## config.mk

```make
export PLATFORM = sky130hd
export DESIGN_NAME = fxp_addsub_pipe
export DESIGN_NICKNAME = d
export VERILOG_FILES = /design/src/rtl/fxp_pkg.sv /design/src/rtl/fxp_round_sat.sv /design/src/rtl/fxp_addsub_pipe.sv
export SDC_FILE = /design/constraint.sdc
export NUM_CORES = 1
export LEC_CHECK = 0
export BUFFER_PORTS_ARGS = -buffer_cell sky130_fd_sc_hd__buf_2
export CAP_MARGIN = 20
export CORE_MARGIN = 10
export CORE_UTILIZATION = 55
export CTS_BUF_LIST = sky130_fd_sc_hd__clkbuf_8 sky130_fd_sc_hd__clkbuf_16
export CTS_CLUSTER_DIAMETER = 50
export DETAILED_ROUTE_END_ITERATION = 10
export MAX_ROUTING_LAYER = met4
export PLACE_DENSITY = 0.79
export SYNTH_ARGS = -nofsm -noshare
export SYNTH_HDL_FRONTEND = slang
export SYNTH_SLANG_ARGS = --single-unit
```

## constraint.sdc

```tcl
create_clock -name clk -period 4.2 [get_ports clk]
set_input_delay 0.42 -clock clk [delete_from_list [all_inputs] [get_ports clk]]
set_output_delay 0.42 -clock clk [all_outputs]
set_load 0.005 [all_outputs]
```

## src/rtl/fxp_pkg.sv

```systemverilog
// rtl/fxp_pkg.sv - shared constants and width helpers for the fixed-point datapath blocks
package fxp_pkg;

  localparam int RND_TRUNC   = 0;
  localparam int RND_HALF_UP = 1;
  localparam int RND_CONV    = 2;

  function automatic int max_i(input int x, input int y);
    return (x > y) ? x : y;
  endfunction

  function automatic int calc_iw(input int a_int, input int b_int);
    return max_i(a_int, b_int);
  endfunction

  function automatic int calc_fw(input int a_frac, input int b_frac);
    return max_i(a_frac, b_frac);
  endfunction

  // One guard bit above the common format keeps add/subtract exact.
  function automatic int calc_xw(input int iw, input int fw);
    return iw + fw + 1;
  endfunction

  // Rounding to fewer fraction bits adds one carry bit on top.
  function automatic int calc_rw(input int in_w, input int in_frac, input int out_frac);
    if (out_frac < in_frac)
      return in_w + 1 - (in_frac - out_frac);
    else
      return in_w + (out_frac - in_frac);
  endfunction

endpackage

```

## src/rtl/fxp_round_sat.sv

```systemverilog
// rtl/fxp_round_sat.sv - combinational fraction rounding and integer saturate/wrap
// The two halves are separate paths so a pipeline register may sit between them.
module fxp_round_sat
  import fxp_pkg::*;
#(
  parameter int IN_W     = 10,
  parameter int IN_FRAC  = 5,
  parameter int OUT_INT  = 4,
  parameter int OUT_FRAC = 3,
  parameter int RND_MODE = RND_HALF_UP,
  parameter int SAT_EN   = 1,
  localparam int RW = calc_rw(IN_W, IN_FRAC, OUT_FRAC),
  localparam int OW = OUT_INT + OUT_FRAC
) (
  input  logic [IN_W-1:0] val_i,
  output logic [RW-1:0]   rnd_o,
  input  logic [RW-1:0]   rnd_i,
  output logic [OW-1:0]   sum_o,
  output logic            ovf_o
);

  localparam int R_INT = RW - OUT_FRAC;

  generate
    if (OUT_FRAC < IN_FRAC) begin : g_round
      localparam int D = IN_FRAC - OUT_FRAC;
      logic [IN_W:0] ext;
      logic [IN_W:0] add;
      logic [IN_W:0] tot;

      always_comb begin
        ext = {val_i[IN_W-1], val_i};
        add = '0;
        if (RND_MODE == RND_HALF_UP) begin
          add = (IN_W+1)'(1) << (D - 1);
        end else if (RND_MODE == RND_CONV) begin
          // Ties go to the even neighbour: bias is half minus one plus the kept LSB.
          add = ((IN_W+1)'(1) << (D - 1)) - (IN_W+1)'(1) + (IN_W+1)'(val_i[D]);
        end
        tot = ext + add;
      end

      assign rnd_o = RW'(tot >> D);
    end else begin : g_pad
      assign rnd_o = RW'(val_i) << (OUT_FRAC - IN_FRAC);
    end
  endgenerate

  generate
    if (OUT_INT >= R_INT) begin : g_extend
      assign sum_o = OW'($signed(rnd_i));
      assign ovf_o = 1'b0;
    end else begin : g_reduce
      logic [RW-OW:0] hi;
      logic           neg;
      logic [OW-1:0]  sat_val;

      assign hi      = rnd_i[RW-1:OW-1];
      assign neg     = rnd_i[RW-1];
      assign ovf_o   = ~((&hi) | (~|hi));
      assign sat_val = neg ? {1'b1, {(OW-1){1'b0}}} : {1'b0, {(OW-1){1'b1}}};
      assign sum_o   = (ovf_o && (SAT_EN != 0)) ? sat_val : rnd_i[OW-1:0];
    end
  endgenerate

endmodule

```

## src/rtl/fxp_addsub_pipe.sv

```systemverilog
// rtl/fxp_addsub_pipe.sv - three-stage signed fixed-point add/subtract with flow control
// and overflow statistics.
module fxp_addsub_pipe
  import fxp_pkg::*;
#(
  parameter int A_INT    = 4,
  parameter int A_FRAC   = 5,
  parameter int B_INT    = 3,
  parameter int B_FRAC   = 5,
  parameter int OUT_INT  = 4,
  parameter int OUT_FRAC = 3,
  parameter int RND_MODE = RND_HALF_UP,
  parameter int SAT_EN   = 1,
  parameter int CNT_W    = 16
) (
  input  logic                        clk,
  input  logic                        rst,
  input  logic                        in_valid,
  output logic                        in_ready,
  input  logic [A_INT+A_FRAC-1:0]     a,
  input  logic [B_INT+B_FRAC-1:0]     b,
  input  logic                        sub,
  output logic                        out_valid,
  input  logic                        out_ready,
  output logic [OUT_INT+OUT_FRAC-1:0] sum,
  output logic                        ovf,
  output logic                        ovf_sticky,
  input  logic                        ovf_clr,
  output logic [CNT_W-1:0]            ovf_count
);

  localparam int IW = calc_iw(A_INT, B_INT);
  localparam int FW = calc_fw(A_FRAC, B_FRAC);
  localparam int XW = calc_xw(IW, FW);
  localparam int RW = calc_rw(XW, FW, OUT_FRAC);
  localparam int OW = OUT_INT + OUT_FRAC;

  logic          en;
  logic          v1_q, v2_q, v3_q;
  logic [XW-1:0] a1_d, a1_q;
  logic [XW-1:0] b1_d, b1_q;
  logic          c1_q;
  logic [XW-1:0] exact_d;
  logic [RW-1:0] rnd_d, rnd2_q;
  logic [OW-1:0] sum_d, sum_q;
  logic          ovf_d, ovf_q;
  logic          sticky_d, sticky_q;
  logic [CNT_W-1:0] count_d, count_q;
  logic          xfer_ovf;

  // A held result blocks every stage so nothing is overwritten or lost.
  assign en       = !v3_q || out_ready;
  assign in_ready = en;

  assign a1_d = XW'($signed(a)) <<< (FW - A_FRAC);
  always_comb begin
    b1_d = XW'($signed(b)) <<< (FW - B_FRAC);
    if (sub) b1_d = ~b1_d;
  end

  assign exact_d = a1_q + b1_q + XW'(c1_q);

  fxp_round_sat #(
    .IN_W     (XW),
    .IN_FRAC  (FW),
    .OUT_INT  (OUT_INT),
    .OUT_FRAC (OUT_FRAC),
    .RND_MODE (RND_MODE),
    .SAT_EN   (SAT_EN)
  ) u_round_sat (
    .val_i (exact_d),
    .rnd_o (rnd_d),
    .rnd_i (rnd2_q),
    .sum_o (sum_d),
    .ovf_o (ovf_d)
  );

  always_ff @(posedge clk) begin
    if (rst) begin
      v1_q   <= 1'b0;
      v2_q   <= 1'b0;
      v3_q   <= 1'b0;
      a1_q   <= '0;
      b1_q   <= '0;
      c1_q   <= 1'b0;
      rnd2_q <= '0;
      sum_q  <= '0;
      ovf_q  <= 1'b0;
    end else if (en) begin
      v1_q   <= in_valid;
      a1_q   <= a1_d;
      b1_q   <= b1_d;
      c1_q   <= sub;
      v2_q   <= v1_q;
      rnd2_q <= rnd_d;
      v3_q   <= v2_q;
      sum_q  <= sum_d;
      ovf_q  <= v2_q && ovf_d;
    end
  end

  assign xfer_ovf = v3_q && out_ready && ovf_q;

  // Clear is applied before recording, so a coinciding overflow still counts once.
  always_comb begin
    sticky_d = sticky_q;
    count_d  = count_q;
    if (ovf_clr) begin
      sticky_d = 1'b0;
      count_d  = '0;
    end
    if (xfer_ovf) begin
      sticky_d = 1'b1;
      if (count_d != {CNT_W{1'b1}}) count_d = count_d + CNT_W'(1);
    end
  end

  always_ff @(posedge clk) begin
    if (rst) begin
      sticky_q <= 1'b0;
      count_q  <= '0;
    end else begin
      sticky_q <= sticky_d;
      count_q  <= count_d;
    end
  end

  assign out_valid  = v3_q;
  assign sum        = sum_q;
  assign ovf        = ovf_q;
  assign ovf_sticky = sticky_q;
  assign ovf_count  = count_q;

endmodule

```

**After elaboration in Yosys (flattened, before gate mapping)**

Index checks and enable logic that the tools add are counted.

- Register bits: 57
- Bits of input ports: 23
- Output and inout port bits: 27
- Logic and storage cells: 36

- Add/subtract/negate cells: 4
- Eq/ne operators: 1
- Mux-type cells: 8
- Bitwise operators: 3
- Reductions and logical operators: 9

Operators with widths:

| operator | number |
|---|---|
| 16-bit two-way mux | 3 |
| 16-bit by 1-bit adder with 16-bit output, second input constant | 1 |
| 16-bit inequality test, second input constant | 1 |
| 7-bit two-way mux | 2 |
| 10-bit by 3-bit adder with 11-bit output, second input constant | 1 |
| 10-bit by 1-bit adder with 10-bit output | 1 |
| 10-bit adder | 1 |
| 10-bit two-way mux | 1 |
| 10-bit NOT | 1 |
| 1-bit logical AND | 3 |
| 3-bit AND reduction | 1 |
| 3-bit OR reduction | 1 |
| 1-bit logical NOT | 2 |
| 1-bit two-way mux | 2 |
| 2-bit nonzero test | 1 |
| 1-bit logical OR | 1 |
| 1-bit NOT | 1 |
| 1-bit OR | 1 |

**Logic depth before layout (Yosys ltp)**

Gate-level depths: netlist of the first run.

- Depth after elaboration: 5
- Mapped depth: 10
- Gate-level depth less buffers: 10

**Modules after synthesis**

Synthesis of the first run repeated with hierarchy kept, for this count alone.

- Cells, all modules: 382
- Area, all modules: 3,062.9 um2

Modules (own cells, without submodules):

| module | instances | cells an instance | area each (um2) | sequential area each (um2) |
|---|---|---|---|---|
| fxp_addsub_pipe | 1 | 330 | 2,763.9 | 1,101.1 |
| fxp_round_sat | 1 | 52 | 299.0 | 0.0 |

**Worst setup path after synthesis of the first run**

Ideal clock, no wire load.

- Kind: register -> register
- Start: reg a1_q[0]
- End: reg rnd2_q[7]
- Setup time: 0.116 ns
- Data arrival time: 2.669 ns
- Required time: 4.084 ns
- Setup slack: 1.416 ns
- Stages on the path, launching flop included: 11
- Path buffers: 0
- Period minus slack after synthesis: 2.784 ns
- Path through: dfxtp_1 > ha_1 > a21oi_2 > fa_1 > and2b_2 > o22ai_1 > xnor2_2 > nand3_1 > or3_4 > or3_1 > a31o_1

- Word-level cells in the longest chain between the ends: 3

RTL lines:

| item | line | source |
|---|---|---|
| from (decl) | fxp_addsub_pipe.sv:40 | `logic [XW-1:0] a1_d, a1_q;` |
| from (signal assigned) | fxp_addsub_pipe.sv:83 | `a1_q <= '0;` |
| from (signal assigned) | fxp_addsub_pipe.sv:91 | `a1_q <= a1_d;` |
| 10-bit adder | fxp_addsub_pipe.sv:61 | `assign exact_d = a1_q + b1_q + XW'(c1_q);` |
| 10-bit by 1-bit adder with 10-bit output | fxp_addsub_pipe.sv:61 |  |
| 10-bit by 3-bit adder with 11-bit output | fxp_round_sat.sv:40 | `tot = ext + add;` |
| to (signal assigned) | fxp_addsub_pipe.sv:95 | `rnd2_q <= rnd_d;` |
| to (decl) | fxp_addsub_pipe.sv:44 | `logic [RW-1:0] rnd_d, rnd2_q;` |

No other way between the ends.
A chain may end at the register's enable or synchronous reset.

**Worst setup path after layout of the first run**

Same ends and word-level chain as after synthesis.

==> run_results.csv, run 1 <==
group,metric,value,unit
run_status,status,"finished clean",
synthesis,syn_nets,375,
critical_path,r2r.worst_path.cells,10,
die,dieWidth,91.74,um
synthesis,synth-main-ff-cell,"dfxtp_1",
routing,drt_iter0_markers,102,
synthesis,synth_top_family_by_area,"simple AND/OR/NAND/NOR gates",
sta,grt_setup_unrepaired,"false",
clock_tree,clockBufferDepth,2,
sta,tightest_slew,940.8,ps
sta,drv_slew,0,
sta,fin_ws,1275,ps
sta,period_minus_slack,2925,ps
clock_tree,cts_tree,"built",
global_routing,grt_pass1_vias,2218,
die,start_util,56.13,%
clock_tree,ctsResizeCount,0,
routing,dr.pass1.iters,4,
routing,totalWireLength,5990,um
synthesis,synth-simple-area-share,24.89,%
sta,setup_viol,0,
synthesis,synth-seq-area-share,38.90,%
die,row_count,26,
synthesis,synth_compound_area_share,15.87,%
global_routing,grt_max_degree,54,
clock_tree,clock_sinks,55,
die,io_pins,50,
clock_tree,root_buffer,"clkbuf_8",
pwr,leakage,1.385,nW
synthesis,ys_warn_count,0,
global_routing,grt_pass1_wl,9908,um
critical_path,cp-end-kind,"flip-flop",
synthesis,synth_edf_count,0,
critical_path,path_class,"reg -> reg",
place,pre_cts_slack,1289,ps
clock_tree,cts_inserted_buffers,5,
die,coreArea,5042,um2
routing,drc_errors,0,
clock_tree,cts_setup_buffers,0,
die,die_h,91.74,um
synthesis,synth_area_leaders,"dfxtp_1, xnor2_1, nor2_1",
critical_path,crit_fanout,3,
hold_path,holdCritPathClass,"in -> reg",
die,die_area,8415,um2
synthesis,synth_most_common_cell,"dfxtp_1",
synthesis,synth_commonest_cells,"dfxtp_1, nor2_1, nand2_1",
finish,fin_nets,418,
sta,slew_headroom,35.66,%
synthesis,synth.distinct_cells,54,
synthesis,synth.largest_area_cell,"dfxtp_1",
sta,clock.fmax,341.9,MHz
place,gp_congestion,0.8110,
sta,setup_tns,0,ps
finish,layout-drive-gt1-share,19.27,%
critical_path,critPathRequiredTime,4410,ps
synthesis,synth_top_area_share,38.90,%
pwr,power.density,358.1,nW/um2
critical_path,cp-start-kind,"flip-flop",
finish,diodes,0,
sta,hold_viol,0,
clock_tree,clkTransAtPathRegs,100,ps
synthesis,avgSynthCellArea,8.324,um2
routing,vias,2409,
synthesis,async_reset_ff_share,0,%
synthesis,synth-xor-area-share,10.74,%
routing,ant_nets,0,
job,maxCapViolCount,0,
finish,area_growth_syn_to_layout,14.59,%
sta,skew,6.405,ps
clock_tree,cts_htree_levels,2,
synthesis,muxShareOfSynthArea,0.7073,%
routing,routed_via_density,5.306,
clock_tree,hold_buffers,0,
routing,drt-wirelength-per-cell,13.19,um
hold_path,whs_path_depth,3,
global_routing,antenna_found_initial,0,
place,place.detailed.hpwl,4418,um
place,io_buffers,49,
clock_tree,clock_latency,310,ps
critical_path,arrival,3130,ps
synthesis,ys_seq_elements,55,
synthesis,synthAdderAreaFrac,5.570,%
global_routing,grt.total_usage,14.10,%
synthesis,syn-instance-count,340,
global_routing,gr-total-overflow,0,
sta,fin_crit_sh,69.64,%
synthesis,syn-cell-area,2830,um2
pwr,ir_drop,0.2021,mV
==> where the power goes <==
group | leakage [nW] | switching (mW) | internal (mW) | total [mW]
sequential | 0.452 | 0.0209 | 0.560 | 0.581
clock | 0.0618 | 0.176 | 0.196 | 0.372
combinational | 0.871 | 0.116 | 0.0920 | 0.208
total | 1.38 | 0.313 | 0.849 | 1.16
==> final timing paths <==
path	slack [ps]	to	startpoint
setup / recovery	1280	rnd2_q[7]	a1_q[0]
hold / removal	340	a1_q[2]	a[2]
setup reg to reg	1280	rnd2_q[7]	a1_q[0]
hold reg to reg	460	v2_q	v2_q
==> layout by cell type, fill, tap and decap left out, types with 3 or more instances in the layout <==
cell	synthesis	final
and3_1	4	4
buf_2	0	49
a21oi_1	24	24
nand2_1	42	42
inv_1	10	10
ha_1	11	11
nor2_1	47	47
nand2b_1	8	8
nand3b_1	3	3
nand3_1	10	10
xnor2_1	22	22
a211oi_1	14	14
nand4_1	5	5
nor3_1	8	8
o21ai_0	4	4
nor4_1	3	3
nor2b_1	6	6
dfxtp_1	55	55
clkbuf_8	0	6
a2111oi_0	3	3
xor2_1	9	9
==> metal layers <==
metal	GRT usage, %	wire [um]
met1	17.77	2910
met5	-	0
met3	3.178	273
met4	4.242	63
met2	22.10	2743
==> through the flow <==
step | hold WS, ps | total power, mW | utilization (%) | instance area [um2] | cells
global placement | 440.1 | 0.7939 | 61.91 | 3122 | 446
detailed placement | 446.6 | 0.8001 | 61.91 | 3122 | 446
CTS | 331.9 | 1.172 | 64.32 | 3243 | 454
floorplan | 432.1 | 0.7444 | - | 2830 | 340
global route | 351.6 | 1.217 | 64.32 | 3243 | 454
finish | 340.0 | 1.161 | 64.32 | 3243 | 454
==> critical path, stage by stage (launching register included) <==
cell	delay (ps)
dfxtp_1	330
ha_1	300
a21oi_2	230
fa_1	250
and2b_2	240
o22ai_1	210
xnor2_2	160
nand3_1	140
or3_4	400
or3_1	350
a31o_1	210
==> final cells by class <==
cell class                 instances  area, um2
clock inverter                     2      38.79
tap                               70      87.58
timing repair buffer              51      260.3
clock buffer                       6      82.58
multi-input combinational        260       1635
sequential                        55       1101
inverter                          10      37.54
fill                             453       1799
==> registers in the layout (all words and copies together), names as in the netlist <==
name	flops
ovf_sticky	1
b1_q	8
v1_q	1
c1_q	1
ovf_count	16
ovf	1
rnd2_q	9
a1_q	9
sum	7
v2_q	1
out_valid	1
==> logic make-up after synthesis <==
logic type | after synthesis
compound gates | 65
xor+xnor | 33
mux | 2
simple gates | 148
flops | 55
buf+inv | 25
fa+ha+maj | 12
No activity file was read; power rests on OpenSTA's default activity.
==> run 2, diff against run 1 <==
--- a/config.mk
+++ b/config.mk
@@ -5,6 +5,7 @@
 export SDC_FILE = /design/constraint.sdc
 export NUM_CORES = 1
 export LEC_CHECK = 0
+export ABC_AREA = 1
 export BUFFER_PORTS_ARGS = -buffer_cell sky130_fd_sc_hd__buf_2
 export CAP_MARGIN = 20
 export CORE_MARGIN = 10
@@ -13,7 +14,7 @@
 export CTS_CLUSTER_DIAMETER = 50
 export DETAILED_ROUTE_END_ITERATION = 10
 export MAX_ROUTING_LAYER = met4
-export PLACE_DENSITY = 0.79
+export PLACE_DENSITY = 0.78
 export SYNTH_ARGS = -nofsm -noshare
 export SYNTH_HDL_FRONTEND = slang
 export SYNTH_SLANG_ARGS = --single-unit
==> constraint.sdc (replaced) <==
create_clock -name clk -period 2.8 [get_ports clk]
set_input_delay 0.28 -clock clk [delete_from_list [all_inputs] [get_ports clk]]
set_output_delay 0.28 -clock clk [all_outputs]
set_load 0.005 [all_outputs]
==> run_results.csv, run 2 <==
group,metric,value,unit
run_status,status,"finished clean",
sta,setup_viol,0,
global_routing,grt_pass1_wl,11700,um
critical_path,path_common_cell,"nand2_1",
clock_tree,root_buffer,"clkbuf_8",
sta,hold_viol,0,
pwr,combPwrFrac,20.1,%
finish,largest_reg_flops,16,
pwr,seqPwrFrac,53.0,%
critical_path,startpoint,"a1_q[0]",
global_routing,grt_max_degree,48,
sta,period_minus_slack,2350,ps
synthesis,syn_nets,486,
hold_path,min_from,"a[0]",
critical_path,slowest_stage,"fa_1",
routing,drt_iter0_markers,128,
critical_path,critPathRequiredTime,3000,ps
die,die_area,9138,um2
routing,vias,2902,
sta,skew,8.295,ps
clock_tree,cts_tree,"built",
die,dieWidth,95.60,um
finish,layout-drive-gt1-share,17.10,%
global_routing,grt.total_usage,15.68,%
sta,grt_setup_unrepaired,"false",
finish,fin_nets,531,
critical_path,path_class,"reg -> reg",
finish,diodes,0,
finish,num-fill-cells,515,
finish,final_util,63.62,%
pwr,switchingPower,500.8,uW
critical_path,cp-start-kind,"flip-flop",
synthesis,synth_area_leaders,"dfxtp_1, nand2_1, o21ai_0",
routing,drt-wirelength-per-cell,11.98,um
global_routing,busiest_layer,"met2",
global_routing,grt_pass1_vias,2788,
finish,layout.cells.most_common,"nand2_1",
synthesis,synth.distinct_cells,37,
global_routing,antenna_found_initial,0,
critical_path,r2r-end,"rnd2_q[6]",
place,placedCellCount,561,
critical_path,cp-end-kind,"flip-flop",
job,maxCapViolCount,0,
critical_path,critPathTopFamily,"simple AND/OR/NAND/NOR gates",
die,io_pins,50,
sta,clock.fmax,425.6,MHz
finish,final_cell_mix,"nand2_1, inv_1, nor2_1, dfxtp_1, buf_2",
global_routing,gr-usage-met1,17.67,%
pwr,clock_power_share,26.9,%
global_routing,use_met2,28.10,%
die,row_count,27,
pwr,intPower,1.153,mW
synthesis,syn-cell-area,3143,um2
clock_tree,ctsResizeCount,0,
synthesis,ys_warn_count,0,
global_routing,grt_use_met3,2.749,%
critical_path,regToRegSetupSlack,450,ps
global_routing,gr-total-overflow,0,
die,die_h,95.60,um
clock_tree,cts_setup_buffers,0,
die,start_util,56.73,%
pwr,leakage,1.728,nW
synthesis,avgSynthCellArea,6.969,um2
critical_path,r2r.worst_path.cells,15,
critical_path,r2r-start,"a1_q[0]",
place,pre_cts_slack,452.9,ps
routing,dr.pass1.iters,6,
sta,fin_ws,450.3,ps
synthesis,synth_top_area_share,35.03,%
hold_path,holdCritPathClass,"in -> reg",
synthesis,synth_most_common_cell,"nand2_1",
critical_path,arrival,2550,ps
sta,timing.hold.ws,221.8,ps
critical_path,cp_slowest_stage_delay,400,ps
routing,drc_errors,0,
clock_tree,cts_inserted_buffers,5,
critical_path,cp.depth,15,
synthesis,synth_commonest_cells,"nand2_1, inv_1, dfxtp_1, nor2_1, o21ai_0",
critical_path,worst-path-buf-inv,2,
synthesis,synth_edf_count,0,
synthesis,synth-main-ff-cell,"dfxtp_1",
clock_tree,clockBufferDepth,2,
finish,area_growth_syn_to_layout,12.14,%
die,coreArea,5540,um2
routing,totalWireLength,6815,um
sta,setup_tns,0,ps
critical_path,crit_chain,"ha_1 -> nand2_1 -> nand2_1 -> inv_1 -> fa_1 -> inv_1 -> nand2_1 -> nand2_1 -> nand3_1 -> nand2_1 -> nand3_1 -> nor2_1 -> nand4_1 -> nand3_1 -> a21oi_1",
place,gp_congestion,0.8509,
place,io_buffers,49,
synthesis,synth.largest_area_cell,"dfxtp_1",
pwr,swShare,30.29,%
sta,fin_crit_sh,83.92,%
finish,fin_cells,569,
synthesis,synth-seq-area-share,35.03,%
clock_tree,clkTransAtPathRegs,110,ps
routing,ant_nets,0,
synthesis,async_reset_ff_share,0,%
hold_path,whs_path_depth,3,
clock_tree,hold_buffers,0,
sta,slew_headroom,56.71,%
pwr,power.density,469.1,nW/um2
clock_tree,cts_htree_levels,2,
critical_path,crit_fanout,4,
pwr,ir_drop,0.2960,mV
clock_tree,clock_latency,310,ps
sta,tightest_slew,648.6,ps
clock_tree,clock_sinks,55,
synthesis,syn-instance-count,451,
synthesis,ys_seq_elements,55,
hold_path,whs_endpoint,"a1_q[0]",
place,place.detailed.hpwl,5146,um
sta,drv_slew,0,
routing,routed_via_density,5.100,
-- run 2: cell type report --
type | instances | area, um2 | share of cell area [%]
clock buffer | 5 | 68.82 | 1.952
clock inverter | 3 | 18.77 | 0.5325
inverter | 61 | 234.0 | 6.638
multi-input combinational | 321 | 1744 | 49.49
sequential | 55 | 1101 | 31.24
tap | 72 | 90.09 | 2.556
timing repair buffer | 52 | 267.8 | 7.597
-- run 2: worst max path at each step --
stage / slack, ps / to
finish: 450 / rnd2_q[6]
CTS: 430 / rnd2_q[6]
floorplan: 650 / rnd2_q[5]
global placement: 520 / rnd2_q[6]
detailed placement: 450 / rnd2_q[6]
global route: 150 / rnd2_q[6]
-- run 2: worst reg2reg max path, delay by kind of cell (launching register included) --
family          cells  cell delay [ps]
simple gates       10             1070
compound gates      1               60
buf+inv             2              130
fa+ha+maj           2              670
flops               1              330
-- run 2: kinds of logic after synthesis --
group	count (synthesis)	synth area share, %
AND/OR/NAND/NOR	205	31.05
adder cells (fa/ha/maj)	12	5.016
buffers and inverters	75	9.475
AO/OA/AOI/OAI	87	14.69
XOR/XNOR	17	4.737
flip-flops	55	35.03
-- run 2: power groups by stage --
stage | Clock [mW] | Combinational (mW) | Sequential [mW]
after detailed placement | 0 | 0.333 | 0.895
final | 0.444 | 0.333 | 0.876
after global routing | 0.483 | 0.389 | 0.884
after CTS | 0.456 | 0.336 | 0.877
after floorplan | 0 | 0.245 | 0.890
after global placement | 0 | 0.327 | 0.893
-- run 2: per-stage QoR --
stage,total power [mW],instance area (um2)
after floorplan,1.135,3143
after global routing,1.756,3525
final,1.654,3525
after global placement,1.220,3437
after detailed placement,1.228,3437
after CTS,1.669,3525
-- run 2: routing by layer --
layer | vias to the layer above | share of wire (%) | wire (um)
li1 | 1537 | - | -
met1 | 1295 | 45 | 3059
met2 | 63 | 49 | 3367
met3 | 7 | 4.7 | 321
met4 | 0 | 0.97 | 66
met5 | - | 0 | 0
